File: config.mk
export PLATFORM = sky130hd
export DESIGN_NAME = link_tx_scheduler
export DESIGN_NICKNAME = d
export VERILOG_FILES = /design/src/rtl/link_tx_scheduler.sv
export SDC_FILE = /design/constraint.sdc
export NUM_CORES = 1
export LEC_CHECK = 0
export ABC_AREA = 1
export CORE_UTILIZATION = 48
export CTS_BUF_LIST = sky130_fd_sc_hd__clkbuf_4 sky130_fd_sc_hd__clkbuf_8
export DETAILED_ROUTE_END_ITERATION = 16
export DONT_BUFFER_PORTS = 1
export GPL_ROUTABILITY_DRIVEN = 1
export GPL_TIMING_DRIVEN = 0
export PLACE_DENSITY = 0.73
export SLEW_MARGIN = 10
export SYNTH_ARGS = -nofsm -noshare
export SYNTH_HDL_FRONTEND = slang
export SYNTH_SLANG_ARGS = --single-unit
File: constraint.sdc
create_clock -name clk -period 2.5 [get_ports clk]
set_input_delay 0.375 -clock clk [delete_from_list [all_inputs] [get_ports clk]]
set_output_delay 0.375 -clock clk [all_outputs]
set_load 0.1 [all_outputs]
File: src/rtl/link_tx_scheduler.sv
// ---------------------------------------------------------------------------
// link_tx_scheduler
//
// Serialises every board-to-board message onto a single UART-like wire.
// Four requesters share the wire with fixed priority:
//   connect level change > start level change > game finish > cell update.
//
// Frame (18 bits, LSB first, each bit held CLK_DIV cycles):
//   [0] start=0 | [4:1] type | [15:5] payload | [16] even parity | [17] stop=1
// Every frame is followed by GAP_BITS idle-high bit times, then one IDLE
// cycle in which the next request is arbitrated.
//
// Ports
//   clk, reset      system clock, synchronous active-low reset
//   send_connect    connect level from the stage FSM
//   send_start      start level from the stage FSM
//   game_finish     one-cycle "local board solved" pulse
//   cell_valid/index/value, cell_ready   cell update handshake
//   tx              serial line, idle high
//   busy            frame or trailing gap in progress
//   drop_err        one-cycle pulse after a cell with index > 80 is discarded
// ---------------------------------------------------------------------------
module link_tx_scheduler #(
    parameter int CLK_DIV  = 868,
    parameter int GAP_BITS = 2
) (
    input  logic       clk,
    input  logic       reset,
    input  logic       send_connect,
    input  logic       send_start,
    input  logic       game_finish,
    input  logic       cell_valid,
    input  logic [6:0] cell_index,
    input  logic [3:0] cell_value,
    output logic       cell_ready,
    output logic       tx,
    output logic       busy,
    output logic       drop_err
);

    localparam int GAP_CYC = GAP_BITS * CLK_DIV;
    localparam int DW      = $clog2(CLK_DIV);
    localparam int GW      = (GAP_CYC > 1) ? $clog2(GAP_CYC) : 1;

    localparam logic [DW-1:0] DIV_LAST = DW'(CLK_DIV - 1);
    localparam logic [GW-1:0] GAP_LAST = GW'((GAP_CYC > 0) ? GAP_CYC - 1 : 0);
    localparam logic [4:0]    LAST_BIT = 5'd17;

    localparam logic [3:0] T_CONNECT = 4'd1;
    localparam logic [3:0] T_START   = 4'd2;
    localparam logic [3:0] T_FINISH  = 4'd3;
    localparam logic [3:0] T_CELL    = 4'd4;

    typedef enum logic [1:0] {
        IDLE  = 2'd0,
        SHIFT = 2'd1,
        GAP   = 2'd2
    } state_e;

    state_e          state_q, state_d;
    logic [17:0]     frame_q, frame_d;
    logic [4:0]      bit_q, bit_d;
    logic [DW-1:0]   div_q, div_d;
    logic [GW-1:0]   gap_q, gap_d;
    logic            conn_sh_q, conn_sh_d;
    logic            start_sh_q, start_sh_d;
    logic            fin_pend_q, fin_pend_d;
    logic            drop_q, drop_d;

    logic            load;
    logic [3:0]      ld_type;
    logic [10:0]     ld_payload;
    logic            conn_chg, start_chg;

    // A level request is a mismatch against the value last put on the wire;
    // the shadow only moves when that level's frame is loaded, so a level
    // that bounces back during a frame leaves no request behind.
    assign conn_chg  = send_connect != conn_sh_q;
    assign start_chg = send_start   != start_sh_q;

    always_comb begin
        state_d    = state_q;
        frame_d    = frame_q;
        bit_d      = bit_q;
        div_d      = div_q;
        gap_d      = gap_q;
        conn_sh_d  = conn_sh_q;
        start_sh_d = start_sh_q;
        // A pulse arriving on the very cycle FINISH is loaded re-arms the
        // flag, producing a second FINISH frame.
        fin_pend_d = fin_pend_q | game_finish;
        drop_d     = 1'b0;
        cell_ready = 1'b0;
        load       = 1'b0;
        ld_type    = 4'd0;
        ld_payload = 11'd0;

        case (state_q)
            IDLE: begin
                if (conn_chg) begin
                    load       = 1'b1;
                    ld_type    = T_CONNECT;
                    ld_payload = {10'd0, send_connect};
                    conn_sh_d  = send_connect;
                end else if (start_chg) begin
                    load       = 1'b1;
                    ld_type    = T_START;
                    ld_payload = {10'd0, send_start};
                    start_sh_d = send_start;
                end else if (fin_pend_q) begin
                    load       = 1'b1;
                    ld_type    = T_FINISH;
                    fin_pend_d = game_finish;
                end else if (cell_valid) begin
                    cell_ready = 1'b1;
                    // Out-of-range cells are consumed but never sent.
                    if (cell_index > 7'd80) begin
                        drop_d = 1'b1;
                    end else begin
                        load       = 1'b1;
                        ld_type    = T_CELL;
                        ld_payload = {cell_index, cell_value};
                    end
                end

                if (load) begin
                    frame_d = {1'b1, ^{ld_type, ld_payload}, ld_payload, ld_type, 1'b0};
                    bit_d   = 5'd0;
                    div_d   = '0;
                    state_d = SHIFT;
                end
            end

            SHIFT: begin
                if (div_q == DIV_LAST) begin
                    div_d   = '0;
                    // Shift in ones so the line rests high once drained.
                    frame_d = {1'b1, frame_q[17:1]};
                    if (bit_q == LAST_BIT) begin
                        gap_d   = '0;
                        state_d = (GAP_CYC > 0) ? GAP : IDLE;
                    end else begin
                        bit_d = bit_q + 5'd1;
                    end
                end else begin
                    div_d = div_q + DW'(1);
                end
            end

            GAP: begin
                if (gap_q == GAP_LAST) begin
                    state_d = IDLE;
                end else begin
                    gap_d = gap_q + GW'(1);
                end
            end

            default: state_d = IDLE;
        endcase
    end

    always_ff @(posedge clk) begin
        if (!reset) begin
            state_q    <= IDLE;
            frame_q    <= '1;
            bit_q      <= 5'd0;
            div_q      <= '0;
            gap_q      <= '0;
            conn_sh_q  <= 1'b0;
            start_sh_q <= 1'b0;
            fin_pend_q <= 1'b0;
            drop_q     <= 1'b0;
        end else begin
            state_q    <= state_d;
            frame_q    <= frame_d;
            bit_q      <= bit_d;
            div_q      <= div_d;
            gap_q      <= gap_d;
            conn_sh_q  <= conn_sh_d;
            start_sh_q <= start_sh_d;
            fin_pend_q <= fin_pend_d;
            drop_q     <= drop_d;
        end
    end

    assign tx       = (state_q == SHIFT) ? frame_q[0] : 1'b1;
    assign busy     = state_q != IDLE;
    assign drop_err = drop_q;

endmodule

======== Word level (Yosys, flattened, before mapping) ========
Index checks and enable logic that the tools add are counted.
word-level totals
  register bits after elaboration ......... 50
  bits of input ports ..................... 17
  output and inout bits ................... 4
  word-level logic and storage cells ...... 92
cells by class
  add/sub/neg operators ................... 3
  order comparisons ....................... 1
  equality and inequality tests ........... 13
  mux-type cells .......................... 48
  bitwise operators ....................... 5
  reduce and logical (&&, ||, !) cells .... 13
operators by type and width
  kind                                                              count
  11-bit two-way mux                                                9
  18-bit two-way mux                                                2
  18-bit case mux with 2 select lines                               1
  11-bit case mux with 2 select lines                               1
  10-bit two-way mux                                                2
  10-bit case mux with 2 select lines                               1
  1-bit two-way mux                                                 17
  3-bit two-way mux                                                 5
  5-bit two-way mux                                                 3
  15-bit parity                                                     1
  2-bit inequality test (second input constant)                     6
  4-bit AND reduction                                               3
  11-bit by 1-bit adder with 11-bit output (second input constant)  1
  11-bit == test (second input constant)                            1
  10-bit by 1-bit adder with 10-bit output (second input constant)  1
  10-bit == test (second input constant)                            1
  5-bit case mux with 2 select lines                                1
  2-bit two-way mux                                                 4
  7-bit greater-than comparator (second input constant)             1
  2-bit case mux with 3 select lines                                1
  3-bit AND reduction                                               2
  2-bit nonzero test                                                3
  6-bit OR reduction                                                1
  5-bit by 1-bit adder with 5-bit output (second input constant)    1
  other kinds (9)                                                   14

======== Depth between registers and ports, before layout ========
Gate-level depths: netlist of the first run.
  depth in word-level cells ............... 10
  gate-level depth with buffers ........... 17
  mapped depth without buffers ............ 17

======== Worst setup path after synthesis of the first run ========
No wires, ideal clock.
  kind .................................... register -> output
  from .................................... register state_q[0]
  to ...................................... output port cell_ready
  arrival time ............................ 2531 ps
  data required time ...................... 2125 ps
  path slack .............................. -406 ps
  cell stages (with the launch flop) ...... 6
  buffers on the path ..................... 0
  cells stage by stage .................... dfxtp_1 -> nor2_4 -> inv_1 -> nor2_2 -> inv_1 -> nor2_1
between the ends
  cells in the longest elaborated chain, start to end .. 2
ends and longest elaborated chain
  item                    RTL line  text
  from (decl)             60        state_e state_q, state_d;
  from (signal assigned)  174       state_q <= state_d;
  2-bit logical NOT       98        case (state_q)
  1-bit two-way mux       98
  to (decl)               35        output logic cell_ready,
No other way between the ends.

======== Worst setup path after layout of the first run ========
Ends and elaborated chain as after synthesis.

==> flow_metrics.tcl, run 1 <==
set metrics [dict create \
    status "complete, no violations" \
    power_density_nw_per_um2 745 \
    critPathMostFrequentCell "nor2_4" \
    min_path_type "input pin to flip-flop" \
    cp.arrival_ps 2040 \
    finalMaxSlewViolations 0 \
    cp_slowest_cell "nor2_4" \
    fin_ws_ps 84.5 \
    min_to "fin_pend_q$_SDFF_PN0_" \
    power_frac_comb 0.371 \
    diodes 0 \
    grt_overflow_total 0 \
    initial_core_util 0.508 \
    core.rowCount 27 \
    period_share 0.966 \
    ys_warn_count 0 \
    core-area_um2 5610 \
    slew_headroom 0.381 \
    rr_startpoint "state_q[0]$_SDFFE_PN0P_" \
    fin_area_um2 3070 \
    critical_path_buf_inv_count 2 \
    tightest_slew_ps 927 \
    ys_ff_latch 49 \
    path_class "flip-flop to primary output" \
    hold_start "game_finish" \
    avgRoutedWirePerCell_um 12.4 \
    final-setup-viol-count 0 \
    gp_congestion 0.887 \
    antenna_found_initial 0 \
    r2r_cells 13 \
    layout_min_cycle_time_ps 2420 \
    die_area_um2 6250 \
    intPower_mw 1.39 \
    synth_top_area_frac 0.344 \
    drive_gt1_frac 0.147 \
    drc 0 \
    tns_ps 0 \
    drt-pass1-iter-count 4 \
    clk_pin_slew_ps 90 \
    dr.first_iter.drc_count 111 \
    p_sw_frac 0.394 \
    routed_via_density 5.32 \
    hold_path_depth 2 \
    clkLatencyLatePin_ps 300 \
    avgSynthCellArea_um2 6.95 \
    die_h_um 79.1 \
    post-dp-hpwl_um 4750 \
    skew_ps 6.74 \
    num-fill-cells 573 \
    syn-num-nets 431 \
    syn_area_um2 2850 \
    first_global_vias 2512 \
    p_leak_nw 1.26 \
    clockBufferDepth 2 \
    most-common-layout-cells "nand2_1 (89), inv_1 (55), dfxtp_1 (47)" \
    yosysTopAreaCell "dfxtp_1" \
    cts_buffers 5 \
    register_area_um2 983 \
    crit_family "simple AND/OR/NAND/NOR gates" \
    ioPinCount 21 \
    drt-total-wl_um 6120 \
    p_clk_frac 0.209 \
    synth_edf_count 0 \
    critPathCaptureType "primary output" \
    maxCapViolCount 0 \
    critPathLaunchType "flip-flop" \
    place_inst 482 \
    grt_setup_unrepaired "false" \
    grt_start_max_net_pins 14 \
    vdd_drop_max_mv 0.454 \
    synth_cell_type_count 40 \
    synth_top_family_by_area "simple AND/OR/NAND/NOR gates" \
    io_buffer_count 0 \
    vias 2623 \
    synth-adder-area-share 0.0176 \
    synthXorXnorAreaFrac 0.0123 \
    placed_area_um2 2940 \
    multi_input_area_um2 1580 \
    power.total_mw 2.29 \
    postRouteAntennaNets 0 \
    die_w_um 79.1 \
    critPathMaxFanout 2 \
    critPathMaxStageDelay_ps 480 \
    synth_compound_area_frac 0.147 \
    syn_inst 410 \
    final_common_cell "nand2_1" \
    nets 441 \
    area_growth_pct 7.81 \
    cts_tree "yes" \
    reg2reg_to "gap_q[4]$_SDFFE_PN0P_" \
    cts_root_buffer "clkbuf_8" \
    fin_cells 493 \
    final-hold-violation-count 0 \
    place_ws_ps -110 \
    worst-endpoint-required_ps 2120 \
    clock_sinks 49 \
    ys.flop_type "dfxtp_1" \
    p_seq_frac 0.420 \
    track_usage 0.212 \
    async_reset_ff_frac 0 \
    switchingPower_uw 902 \
    regToRegSetupSlack_ps 230 \
    grt_first_pass_wirelength_um 10500 \
    synthTopCellsByArea "dfxtp_1 (34%), nand2_1 (12%), inv_1 (7.5%)" \
    synthSimpleGateAreaFrac 0.375 \
    cts-hold-fix-buffers 0 \
    max_freq_ghz 0.414 \
    ys_seq_area_frac 0.344 \
    htreeDepth 2 \
    synth_mux_area_frac 0 \
    crit_chain "nor2_4, clkinvlp_4, nor2_4, inv_2, nor2_4" \
]
==> layer usage <==
metal | wire length (um) | vias up | part of all wire | track usage
li1 | - | 1373 | - | -
met1 | 2830 | 1219 | 0.46 | 0.245
met2 | 3100 | 27 | 0.51 | 0.385
met3 | 134 | 4 | 0.022 | 0.0368
met4 | 51 | 0 | 0.0083 | 0.0800
met5 | 0 | - | 0 | 0
==> flip-flops by register name (all words and copies together), names as in the netlist <==
name / count
div_q: 10
frame_q: 17
conn_sh_q: 1
drop_err: 1
start_sh_q: 1
gap_q: 11
state_q: 2
bit_q: 5
fin_pend_q: 1
==> power by group through the flow <==
| stage | sequential, mW | combinational [mW] | clock (mW) |
|---|---|---|---|
| final | 0.961 | 0.850 | 0.479 |
| after global routing | 0.973 | 0.941 | 0.519 |
| after CTS | 0.959 | 0.843 | 0.489 |
| after detailed placement | 0.976 | 0.812 | 0 |
| after global placement | 0.972 | 0.786 | 0 |
| after floorplan | 0.962 | 0.667 | 0 |
==> worst max-delay path by stage <==
| stage | from | cells past startpoint | endpoint |
|---|---|---|---|
| floorplan | state_q[0]$_SDFFE_PN0P_ | 5 | cell_ready |
| global placement | state_q[0]$_SDFFE_PN0P_ | 5 | cell_ready |
| detailed placement | state_q[0]$_SDFFE_PN0P_ | 5 | cell_ready |
| CTS | state_q[1]$_SDFFE_PN0P_ | 5 | cell_ready |
| global route | state_q[0]$_SDFFE_PN0P_ | 5 | cell_ready |
| finish | state_q[0]$_SDFFE_PN0P_ | 5 | cell_ready |
==> metrics by stage <==
| stage | hold WS (ps) | utilization |
|---|---|---|
| global route | 191 | 0.548 |
| finish | 199 | 0.548 |
| floorplan | 427 | - |
| CTS | 194 | 0.546 |
| global placement | 449 | 0.525 |
| detailed placement | 456 | 0.525 |
==> synth_stat cells, types with 3 or more instances <==
cell type   n
a211oi_1    4
a21oi_1    28
buf_2       3
clkbuf_1    3
dfxtp_1    49
ha_1        4
inv_1      57
inv_2       8
nand2_1    89
nand2_2     8
nand3_1    28
nand3_2     3
nand4_1    13
nor2_1     32
nor2_2      4
nor2_4      3
nor3_1     14
o2111ai_1   3
o21ai_0    19
o21ai_2     3
o221ai_1    6
xor2_1      4
==> timing repair <==
action                                  in CTS  in global routing
endpoints found under the hold margin        0                  0
pin swaps                                    3                  3
endpoints found under the setup margin       1                  1
resized for setup                            3                  3
gates cloned                                 0                  0
setup buffers                                2                  1
==> logic make-up (layout without fill, tap and decap cells) <==
family / after synthesis / count (layout)
AOI/OAI and AO/OA: 70 / 70
buffers and inverters: 74 / 85
xor gates and xnor gates: 4 / 4
DFF: 49 / 49
adders and majority gates: 4 / 4
and+or+nand+nor: 209 / 209
==> cell type report <==
cell class,instances,share of cell area
Clock buffer,8,0.0297
Buffer,8,0.0159
Sequential cell,49,0.320
Timing Repair Buffer,3,0.00733
Inverter,66,0.0822
Multi-Input combinational cell,287,0.515
Tap cell,72,0.0293
(Power assumes the default switching activity.)
==> inputs of run 2 (changes only) <==
BUFFER_PORTS_ARGS = -buffer_cell sky130_fd_sc_hd__buf_4   (was unset)
DONT_BUFFER_PORTS = unset   (was 1)
PLACE_DENSITY = 0.76   (was 0.73)
==> flow_metrics.tcl, run 2 (synthesized netlist as in run 1, its figures left out) <==
set metrics [dict create \
    htreeDepth 2 \
    skew_ps 11.2 \
    cp.arrival_ps 1660 \
    first_global_vias 2439 \
    cts_buffers 5 \
    io_buffer_count 20 \
    hold_start "game_finish" \
    drt-pass1-iter-count 5 \
    p_leak_nw 1.36 \
    met1_usage 0.290 \
    power.total_mw 2.38 \
    critical_path_buf_inv_count 3 \
    gp_congestion 0.859 \
    cp_slowest_cell "dfxtp_1" \
    clk_pin_slew_ps 90 \
    use_met2 0.335 \
    tightest_slew_ps 543 \
    largest-register "frame_q" \
    num-fill-cells 551 \
    ioPinCount 21 \
    vdd_drop_max_mv 0.437 \
    die_area_um2 6250 \
    tns_ps 0 \
    vias 2737 \
    final-hold-violation-count 0 \
    grt.busiest_layer "met2" \
    routed_via_density 5.37 \
    layout_min_cycle_time_ps 2040 \
    antenna_found_initial 0 \
    grt_first_pass_wirelength_um 10600 \
    max_freq_ghz 0.491 \
    crit_chain "inv_1, nor2_1, inv_1, or2_2, buf_4" \
    most-common-layout-cells "nand2_1 (89), inv_1 (57), dfxtp_1 (49)" \
    nets 458 \
    path_class "flip-flop to primary output" \
    cts_tree "yes" \
    initial_core_util 0.508 \
    dr.first_iter.drc_count 154 \
    drt-total-wl_um 6240 \
    final-setup-viol-count 0 \
    area_growth_pct 12.6 \
    critPathCaptureType "primary output" \
    period_share 0.815 \
    clkLatencyLatePin_ps 300 \
    power_density_nw_per_um2 742 \
    post-cts-setup-buffer-count 0 \
    maxCapViolCount 0 \
    post-dp-hpwl_um 4780 \
    grt_util_met3 0.0402 \
    drive_gt1_frac 0.171 \
    cts-hold-fix-buffers 0 \
    rr_startpoint "div_q[0]$_SDFFE_PN0P_" \
    reg_top3 "frame_q (17), gap_q (11), div_q (10)" \
    diodes 0 \
    grt_start_max_net_pins 16 \
    hold_path_depth 3 \
    min_path_type "input pin to flip-flop" \
    core-area_um2 5610 \
    worst-endpoint-required_ps 2120 \
    die_h_um 79.1 \
    finalMaxSlewViolations 0 \
    min_to "fin_pend_q$_SDFF_PN0_" \
    critPathMostFrequentCell "inv_1" \
    cts_resized 0 \
    clock_sinks 49 \
    regToRegSetupSlack_ps 510 \
    cts_root_buffer "clkbuf_8" \
    final_util 0.572 \
    clockBufferDepth 2 \
    postRouteAntennaNets 0 \
    critPathMaxStageDelay_ps 390 \
    die_w_um 79.1 \
    track_usage 0.212 \
    avgRoutedWirePerCell_um 12.2 \
    core.rowCount 27 \
    largest_register_ffs 17 \
    critPathMaxFanout 8 \
    reg2reg_to "gap_q[7]$_SDFFE_PN0P_" \
    crit_family "buffers and inverters" \
    r2r_cells 12 \
    slew_headroom 0.638 \
    grt_setup_unrepaired "false" \
    grt_overflow_total 0 \
    fin_cells 510 \
    final_common_cell "nand2_1" \
    place_inst 502 \
    status "complete, no violations" \
    critPathLaunchType "flip-flop" \
    drc 0 \
]
run 2: tightest hold or removal path, stage by stage:
cell and delay (ps):
buf_4 80, nor2_1 30, nor2_1 60
run 2: final cells by class:
cell class              count  area [um2]  area share
inverters                  66         249      0.0776
repair buffers             20         150      0.0468
clock buffers               6        76.3      0.0238
flip-flops and latches     49         981       0.306
clock inverters             2        38.8      0.0121
well taps                  72        90.1      0.0281
multi-input cells         287        1570       0.491
plain buffers               8        48.8      0.0152
run 2: stage by stage:
step	setup WS (ps)	hold WS (ps)	area, um2
2_1_floorplan	51.1	427	2850
3_3_place_gp	567	445	3090
3_5_place_dp	538	448	3090
4_1_cts	461	282	3210
5_1_grt	247	287	3210
6_report	462	285	3210
run 2: per-layer routing:
layer	share of wire	wire (um)
met3	0.033	209
met4	0.0086	54
met5	0	0
met2	0.46	2880
met1	0.50	3100
run 2: worst max path at each step:
| stage | startpoint | endpoint | slack [ps] | cells after the start |
|---|---|---|---|---|
| final | state_q[0]$_SDFFE_PN0P_ | tx | 460 | 5 |
| after global routing | div_q[0]$_SDFFE_PN0P_ | gap_q[7]$_SDFFE_PN0P_ | 250 | 12 |
| after CTS | state_q[0]$_SDFFE_PN0P_ | tx | 460 | 5 |
| after detailed placement | cell_index[0] | frame_q[16]$_SDFFE_PN1P_ | 540 | 17 |
| after global placement | div_q[0]$_SDFFE_PN0P_ | gap_q[4]$_SDFFE_PN0P_ | 570 | 12 |
| after floorplan | state_q[0]$_SDFFE_PN0P_ | cell_ready | 50 | 5 |
run 2: power breakdown:
| part | switching (mW) | internal, mW | leakage, nW | total, mW |
|---|---|---|---|---|
| Sequential | 0.0625 | 0.895 | 0.402 | 0.957 |
| Clock | 0.262 | 0.311 | 0.0588 | 0.574 |
| Combinational | 0.585 | 0.264 | 0.900 | 0.849 |
| Total | 0.909 | 1.47 | 1.36 | 2.38 |
